[src/rtl/ccff_chain_loader.sv]
// Writer end of the ccff_head -> ccff_tail configuration chain: serialises bitstream
// words onto the chain head, or probes the chain length by walking a single 1 to the tail.
module ccff_chain_loader #(
  parameter  int CHAIN_LEN = 64,
  parameter  int WORD_W    = 8,
  localparam int CNT_W     = $clog2(2*CHAIN_LEN+1)
) (
  input  logic              prog_clk,
  input  logic              prog_reset_n,
  input  logic              start_load,
  input  logic              start_probe,
  input  logic              in_valid,
  input  logic [WORD_W-1:0] in_data,
  output logic              in_ready,
  output logic              ccff_head,
  output logic              chain_clk_en,
  input  logic              ccff_tail,
  output logic              busy,
  output logic              done,
  output logic              error,
  output logic [CNT_W-1:0]  probe_len
);
  localparam int WB_W = (WORD_W > 1) ? $clog2(WORD_W) : 1;
  localparam logic [CNT_W-1:0] LEN_M1  = CNT_W'(CHAIN_LEN - 1);
  localparam logic [CNT_W-1:0] LEN     = CNT_W'(CHAIN_LEN);
  localparam logic [CNT_W-1:0] LEN_X2  = CNT_W'(2 * CHAIN_LEN);
  localparam logic [WB_W-1:0]  WB_LAST = WB_W'(WORD_W - 1);

  typedef enum logic [2:0] {
    IDLE, LOAD_WAIT, LOAD_SHIFT, FLUSH, INJECT, PROBE_WAIT, DONE
  } state_e;

  state_e             state_q;
  logic [WORD_W-1:0]  sh_q;
  logic [WB_W-1:0]    wb_q;
  logic [CNT_W-1:0]   cnt_q;
  logic               in_ready_q, head_q, en_q, busy_q, done_q, error_q;
  logic [CNT_W-1:0]   probe_len_q;

  always_ff @(posedge prog_clk) begin
    if (!prog_reset_n) begin
      state_q     <= IDLE;
      sh_q        <= '0;
      wb_q        <= '0;
      cnt_q       <= '0;
      in_ready_q  <= 1'b0;
      head_q      <= 1'b0;
      en_q        <= 1'b0;
      busy_q      <= 1'b0;
      done_q      <= 1'b0;
      error_q     <= 1'b0;
      probe_len_q <= '0;
    end else begin
      done_q <= 1'b0;
      case (state_q)
        IDLE: begin
          if (start_load) begin
            state_q    <= LOAD_WAIT;
            in_ready_q <= 1'b1;
            busy_q     <= 1'b1;
            error_q    <= 1'b0;
            cnt_q      <= '0;
          end else if (start_probe) begin
            state_q <= FLUSH;
            en_q    <= 1'b1;
            head_q  <= 1'b0;
            busy_q  <= 1'b1;
            error_q <= 1'b0;
            cnt_q   <= '0;
          end
        end
        LOAD_WAIT: begin
          if (in_valid) begin
            state_q    <= LOAD_SHIFT;
            in_ready_q <= 1'b0;
            en_q       <= 1'b1;
            head_q     <= in_data[WORD_W-1];
            sh_q       <= in_data << 1;
            wb_q       <= '0;
          end
        end
        LOAD_SHIFT: begin
          // cnt_q counts bits already on the wire before this cycle's edge
          if (cnt_q == LEN_M1) begin
            state_q <= DONE;
            en_q    <= 1'b0;
            done_q  <= 1'b1;
          end else begin
            cnt_q <= cnt_q + 1'b1;
            if (wb_q == WB_LAST) begin
              state_q    <= LOAD_WAIT;
              en_q       <= 1'b0;
              in_ready_q <= 1'b1;
            end else begin
              wb_q   <= wb_q + 1'b1;
              head_q <= sh_q[WORD_W-1];
              sh_q   <= sh_q << 1;
            end
          end
        end
        FLUSH: begin
          if (cnt_q == LEN_M1) begin
            state_q <= INJECT;
            head_q  <= 1'b1;
          end else begin
            cnt_q <= cnt_q + 1'b1;
          end
        end
        INJECT: begin
          state_q <= PROBE_WAIT;
          head_q  <= 1'b0;
          cnt_q   <= CNT_W'(1);
        end
        PROBE_WAIT: begin
          if (ccff_tail || cnt_q == LEN_X2) begin
            state_q     <= DONE;
            en_q        <= 1'b0;
            done_q      <= 1'b1;
            probe_len_q <= cnt_q;
            error_q     <= !ccff_tail || (cnt_q != LEN);
          end else begin
            cnt_q <= cnt_q + 1'b1;
          end
        end
        DONE: begin
          state_q <= IDLE;
          busy_q  <= 1'b0;
        end
        default: state_q <= IDLE;
      endcase
    end
  end

  assign in_ready     = in_ready_q;
  assign ccff_head    = head_q;
  assign chain_clk_en = en_q;
  assign busy         = busy_q;
  assign done         = done_q;
  assign error        = error_q;
  assign probe_len    = probe_len_q;
endmodule
[config.mk]
export PLATFORM = sky130hd
export DESIGN_NAME = ccff_chain_loader
export DESIGN_NICKNAME = d
export VERILOG_FILES = /design/src/rtl/ccff_chain_loader.sv
export SDC_FILE = /design/constraint.sdc
export NUM_CORES = 1
export LEC_CHECK = 0
export CAP_MARGIN = 25
export CORE_ASPECT_RATIO = 0.75
export CORE_MARGIN = 5
export CORE_UTILIZATION = 35
export DETAILED_ROUTE_END_ITERATION = 12
export PLACE_DENSITY = 0.63
export RECOVER_POWER = 50
export SLEW_MARGIN = 20
export SYNTH_ARGS = -nofsm -noshare
export SYNTH_HDL_FRONTEND = slang
export SYNTH_SLANG_ARGS = --single-unit
[constraint.sdc]
create_clock -name prog_clk -period 2.16 [get_ports prog_clk]
set_input_delay 0.432 -clock prog_clk [delete_from_list [all_inputs] [get_ports prog_clk]]
set_output_delay 0.432 -clock prog_clk [all_outputs]
set_load 0.02 [all_outputs]
# After elaboration in Yosys (flattened, before gate mapping)
# Index checks and enable logic that the tools add are counted.
# op_classes
addsub	2
eq_ne	23
muxes	48
reduce_logical	21
# ops
op	n
$mux 8	7
$pmux 8 s4	1
$mux 3	10
$ne 2x2->1 const B	11
$mux 1	21
$pmux 3 s6	1
$pmux 8 s2	1
$eq 3x3->1 const B	4
$reduce_and 5->1	2
$add 8x1->8 const B	1
$eq 8x6->1 const B	1
$eq 8x8->1 const B	1
$ne 8x7->1 const B	1
$reduce_and 4->1	2
$reduce_bool 4->1	2
$reduce_and 7->1	1
$eq 3x2->1 const B	2
$ne 3x3->1 const B	2
$pmux 1 s2	3
$pmux 3 s2	1
$reduce_and 6->1	1
$reduce_bool 2->1	3
$pmux 1 s5	1
$reduce_bool 5->1	1
11 further kinds	13
# word_totals
regBits	36
output_inout_bits	14

# Depth between registers and ports, before layout
# Gate-level depths: netlist of run 1.
# logic_depth
ltp_word	4
mapped_depth	8

# Worst setup path before layout of run 1
# OpenSTA, ideal clock, no wires.
# synth_timing
path_type	flip-flop to flip-flop
from	reg cnt_q[0]
to	reg cnt_q[3]
setup_time_ns	0.071
arrival_ns	1.736
slack_ns	0.353
path_stages_with_launch	8
period_less_slack_ns	1.807
cell_sequence	dfxtp_1 inv_1 ha_1 nor4bb_2 a21oi_2 o22ai_2 or4b_1 a21oi_1
# synth_via
elab_chain_len	4
elab_cells_between_ends	10
# synth_lines
element	line	text
start, declared	36	logic [CNT_W-1:0] cnt_q;
start signal, assigned	89	cnt_q <= cnt_q + 1'b1;
start signal, assigned	106	cnt_q <= cnt_q + 1'b1;
start signal, assigned	122	cnt_q <= cnt_q + 1'b1;
parallel branches: the longest is 4 deep, another holds $add 8x1->8	n/a	
# Parallel ways; which one is timed is not known. The select of a mux whose other input is x is not followed.
# A chain may end at the register's enable or synchronous reset.

# Worst setup path in the final report of run 1
# Ends and elaborated chain as after synthesis.

==> flow_summary.toml, run 1 <==
[status]
status = "completed"

[sta]
finalHoldViolCount = 0
fin_skew_ps = 6.93
setup_tns_ps = 0
rsz0062_at_grt = "false"
slew_viol_final = 0
worst_pin_slew_ps = 640
setup_violations = 0
min_period_ps = 2020
slew_headroom_pct = 57.2
min_period_over_period_pct = 93.5
fmax_ghz = 0.495

[floorplanning]
initial_core_util_pct = 35.9
rows = 23
dieArea_sq_um = 7050
io_pins = 28
die_w_um = 95.3
die_h_um = 74.0
core-area_sq_um = 5320

[layout]
finalNetCount = 278
final_design_area_no_fill_sq_um = 2420
seq_area_sq_um = 701
layout-drive-gt1-share_pct = 11.5
multi_input_area_sq_um = 1120
syn2layout_area_growth_pct = 26.6
num-fill-cells = 547
diodes = 0

[synthesis]
synth_edf_count = 0
seq_area_frac_synth_pct = 36.7
synthDistinctLibCells = 55
synthArstFlopShare_pct = 0
synth_largest_area_cell = "dfxtp_1"
syn_area_sq_um = 1910
synth_area_leaders = "dfxtp_1 37%, mux2i_1 5.8%, nand2_1 5.5%"
synth-seq-cells = 35
avgSynthCellArea_sq_um = 8.34
synth_flop_cell = "dfxtp_1"
yosys_warnings = 0
syn_nets = 247
synth_top_area_share_pct = 36.7
synthCells = 229

[cts]
cts_setup_buffers = 0
h-tree-depth = 2
clockBufferDepth = 2
path_clk_slew_ps = 80
cts_made_buffers = 5
clock_sinks = 35
clk_latency_ps = 290
root_buffer = "clkbuf_8"
cts.hold.buffers_added = 0
cts_tree = "yes"

[worst_setup_path]
criticalPathCategory = "register to register"
critical_path.max_fanout = 6
arrival_ps = 2230
required_ps = 2370
endpoint_kind = "register"
reg2reg_from = "cnt_q[0]"
reg2reg_depth = 7
critPathLaunchType = "register"
reg2reg_setup_slack_ps = 140
r2r_end = "cnt_q[3]"

[pwr]
swShare_pct = 37.2
seqPwrFrac_pct = 34.4
p_switching_uw = 931
power.internal_uw = 1570
ir_drop_v = 0.000358
power.share.clock_pct = 25.6
pwr_density_cell_nw_per_um2 = 1040
pwr-share-comb_pct = 40.1
total_leakage_power_uw = 0.000945

[global_route]
antenna_found_initial = 0
grt_pass1_wl_um = 8100
grt_max_degree = 23
grt-ovfl-total = 0
grt_pass1_vias = 1668
grt_use_total_pct = 14.5

[routing]
wirelength_um = 4610
viasPerCell = 5.16
drc_errors = 0
antenna_left = 0
wl_per_cell_um = 13.7
dr.pass1.iters = 4
drt_iter0_markers = 115
vias = 1735

[worst_hold_path]
holdPathEnd = "wb_q[1]"
hold_path_startpoint = "wb_q[1]"
hold_path_depth = 2
hp-class = "register to register"

[placed_design]
gp_congestion = 0.815
portBuffers = 27
hpwl_um = 3330
post_dp_cell_area_sq_um = 2290

[flow_run]
cap_violations = 0
## worst max-delay path by stage
stage                start        to  slack [ps]  depth (start not counted)
2_1_floorplan     cnt_q[0]  cnt_q[3]         350                          7
3_3_place_gp   start_probe  cnt_q[3]         100                          6
3_5_place_dp   start_probe  cnt_q[3]          50                          6
4_1_cts           cnt_q[0]  cnt_q[3]         150                          7
5_1_grt           cnt_q[0]  cnt_q[3]          10                          7
6_report          cnt_q[0]  cnt_q[3]         140                          7
## logic make-up (layout without fill, tap and decap cells)
logic type	after synthesis	count (layout)	share of synthesized area [%]
simple gates	99	99	27.7
compound gates	58	58	22.1
flops	35	35	36.7
buf+inv	22	54	5.18
mux	11	11	5.77
fa+ha+maj	4	4	2.62
## layout by cell type (no fill, tap or decap), types with 3 or more instances in the layout
master	netlist	routed
dfxtp_1	35	35
nor2_1	28	28
nand2_1	28	28
a21oi_1	14	14
dlygate4sd3_1	0	14
clkdlybuf4s50_1	0	13
mux2i_1	11	11
buf_4	2	11
nand3_1	6	6
o21ai_0	5	6
a311oi_1	6	6
clkbuf_8	0	6
inv_1	5	5
nor3_1	4	4
o21ai_1	5	4
and3_1	4	4
o211ai_1	4	4
ha_1	4	4
nor2b_1	3	3
a31oi_1	3	3
o41ai_1	3	3
nand2b_1	3	3
nand4_1	3	3
## registers in the layout, summed over array words and instances (netlist names)
register / cells
busy: 1
ccff_head: 1
chain_clk_en: 1
cnt_q: 8
done: 1
error: 1
in_ready: 1
probe_len: 8
sh_q: 7
state_q: 3
wb_q: 3
## per-stage QoR
stage                     util [%]  setup slack [ps]  std cells  hold slack [ps]  power (uW)
after CTS                     45.4               152        336              459        2520
after global placement        43.1              98.3        328              441        1870
after floorplan                  -               353        229              429        1600
after detailed placement      43.1              51.1        328              445        1880
after global routing          45.4              13.7        336              482        2690
final                         45.4               140        336              456        2500
## what timing repair did
action | CTS | global route
resized for setup | 0 | 1
endpoints found under the setup margin | 0 | 2
hold endpoints to repair | 0 | 0
## cells in the mapped netlist (2+ instances only)
cell and n:
dfxtp_1 35, nand2_1 28, nor2_1 28, a21oi_1 14
mux2i_1 11, buf_2 7, a311oi_1 6, clkbuf_1 6
nand3_1 6, inv_1 5, o21ai_0 5, o21ai_1 5
and3_1 4, ha_1 4, nor3_1 4, o211ai_1 4
a31oi_1 3, nand2b_1 3, nand4_1 3, nor2b_1 3
o41ai_1 3, a211oi_1 2, buf_4 2, nand3b_1 2
nor3b_1 2, nor4_1 2, o21bai_1 2, o31ai_1 2
or3b_1 2
## power groups by stage
stage	Combinational, uW	Sequential (uW)	Clock (uW)
2_1_floorplan	738	863	0
3_3_place_gp	997	874	0
3_5_place_dp	1000	876	0
4_1_cts	1010	862	651
5_1_grt	1110	878	695
6_report	1000	860	640
## worst max-delay path, stage by stage, from the launching register on
cell and delay (ps):
dfxtp_1 430, inv_1 70, ha_1 230, nor4bb_4 180, a21oi_2 230, o22ai_2 140, or4b_1 520, a21oi_1 150
## area by class of cell
type	count	area share, %
inverters	6	0.932
clock inverters	2	1.60
multi-input cells	172	46.3
clock buffers	6	3.42
repair buffers	40	14.9
flip-flops and latches	35	29.0
well taps	75	3.88
## layer usage
metal | vias to the layer above | GRT usage, % | share of wire (%)
met5 | - | 0 | 0
met3 | 7 | 3.34 | 5.7
met4 | 0 | 5.28 | 1.2
li1 | 888 | - | -
met1 | 805 | 20.5 | 52
met2 | 35 | 21.7 | 42
Power figures use the tool's default switching activity.
==> inputs of run 2 (changes only) <==
- RECOVER_POWER: 50 -> unset
- SLEW_MARGIN: 20 -> 10
==> run 2 against run 1 <==
Compared with the run above:
- setup slack gained 2.7 ps
- clock power is essentially flat
- utilization grew 0.14 points
- register-to-register slack is essentially flat
- via count grew 0.63%
- final cell count is the same
- critical path depth is the same
- sequential share of layout area shrank 0.090 points
- global-route usage is the same
==> flow_summary.toml, run 2 (synthesis gave the netlist of run 1 again) <==
[cts]
cts_setup_buffers = 0
h-tree-depth = 2
root_buffer = "clkbuf_8"
clockBufferDepth = 2
cts_tree = "yes"
clock_sinks = 35
path_clk_slew_ps = 80
cts_resized = 0
cts.hold.buffers_added = 0
clk_latency_ps = 290
cts_made_buffers = 5

[sta]
finalHoldViolCount = 0
setup_tns_ps = 0
rsz0062_at_grt = "false"
slew_headroom_pct = 56.9
setup_violations = 0
fmax_ghz = 0.496
min_period_over_period_pct = 93.4
slew_viol_final = 0
worst_pin_slew_ps = 645
fin_skew_ps = 7.76
min_period_ps = 2020

[routing]
vias = 1746
wirelength_um = 4610
antenna_left = 0
route.met3.wl_um = 283
drt_iter0_markers = 118
wl_per_cell_um = 13.7
wl_met1_um = 2360
top_layer = "met4"
drc_errors = 0
dr_wl_met2_um = 1930
viasPerCell = 5.20
dr.pass1.iters = 4

[layout]
final_cells = 336
final_common_cell = "dfxtp_1"
layout-drive-gt1-share_pct = 12.3
multi_input_area_sq_um = 1120
utilization_pct = 45.5
finalNetCount = 278
syn2layout_area_growth_pct = 27.0
num-fill-cells = 544
final_cell_mix = "35 x dfxtp_1, 28 x nor2_1, 28 x nand2_1, 27 x clkdlybuf4s50_1, 14 x a21oi_1"
seq_area_sq_um = 701
diodes = 0

[floorplanning]
die_h_um = 74.0
initial_core_util_pct = 35.9
rows = 23
die_w_um = 95.3
dieArea_sq_um = 7050
io_pins = 28
core-area_sq_um = 5320

[pwr]
total_leakage_power_uw = 0.000907
pwr_density_cell_nw_per_um2 = 1040
ir_drop_v = 0.000358

[worst_hold_path]
hp-class = "register to register"
hold_path_depth = 2
hold_path_startpoint = "wb_q[2]"
holdPathEnd = "wb_q[2]"

[placed_design]
portBuffers = 27
hpwl_um = 3330
gp_congestion = 0.815
dp.cells = 328

[worst_setup_path]
r2r_end = "cnt_q[3]"
critical_path.max_fanout = 6
critPathSlowestCell = "or4b_1"
critical-path-max-stage-delay_ps = 520
reg2reg_setup_slack_ps = 140
crit_chain = "inv_1 > ha_1 > nor4bb_4 > a21oi_2 > o22ai_2 > or4b_1 > a21oi_1"
criticalPathCategory = "register to register"
critPathLaunchType = "register"
cpLargestDelayFamily = "simple AND/OR/NAND/NOR gates"
reg2reg_depth = 7
required_ps = 2370
reg2reg_from = "cnt_q[0]"
cp-startpoint = "cnt_q[0]"
arrival_ps = 2230
cp_num_buf_inv = 1
endpoint_kind = "register"

[status]
status = "completed"

[global_route]
grt_max_degree = 23
grt_use_total_pct = 14.5
grt_pass1_vias = 1668
antenna_found_initial = 0
grt_pass1_wl_um = 8100
grt-ovfl-total = 0

[flow_run]
cap_violations = 0
==> run 2: layout make-up <==
class,instances,share of cell area (%)
Multi-Input combinational cell,172,46.1
Sequential cell,35,28.9
Timing Repair Buffer,40,15.2
Tap cell,75,3.87
Clock buffer,6,3.41
Clock inverter,2,1.60
Inverter,6,0.929
==> run 2: worst max-delay path by stage <==
stage | endpoint | slack, ps | cells after the start
after floorplan | cnt_q[3] | 350 | 7
after global placement | cnt_q[3] | 100 | 6
after detailed placement | cnt_q[3] | 50 | 6
after CTS | cnt_q[3] | 150 | 7
after global routing | cnt_q[3] | 10 | 7
final | cnt_q[3] | 140 | 7
==> run 2: power by group <==
part	internal, uW	total (uW)	switching (uW)
registers	758	862	104
logic	444	1010	569
clock network	380	639	259
==> run 2: layer usage <==
metal  GRT usage (%)  vias to the layer above
met3            3.34                        4
li1                -                      888
met4            5.28                        0
met2            21.7                       45
met5               0                        -
met1            20.5                      809
==> run 2: worst register-to-register path, delay by kind of cell, from the launching register on <==
family / cells / cell delay (ps)
flip-flops: 1 / 430
AO/OA/AOI/OAI: 3 / 520
buffers and inverters: 1 / 70
adder cells (fa/ha/maj): 1 / 230
AND/OR/NAND/NOR: 2 / 700
==> run 2: metrics by stage <==
stage / area [sq um] / power, uW / hold WS (ps) / worst slack (ps)
2_1_floorplan: 1910 / 1600 / 429 / 353
4_1_cts: 2420 / 2520 / 459 / 152
3_3_place_gp: 2290 / 1870 / 441 / 98.3
5_1_grt: 2420 / 2700 / 485 / 13.6
6_report: 2420 / 2510 / 455 / 142
3_5_place_dp: 2290 / 1880 / 445 / 51.1
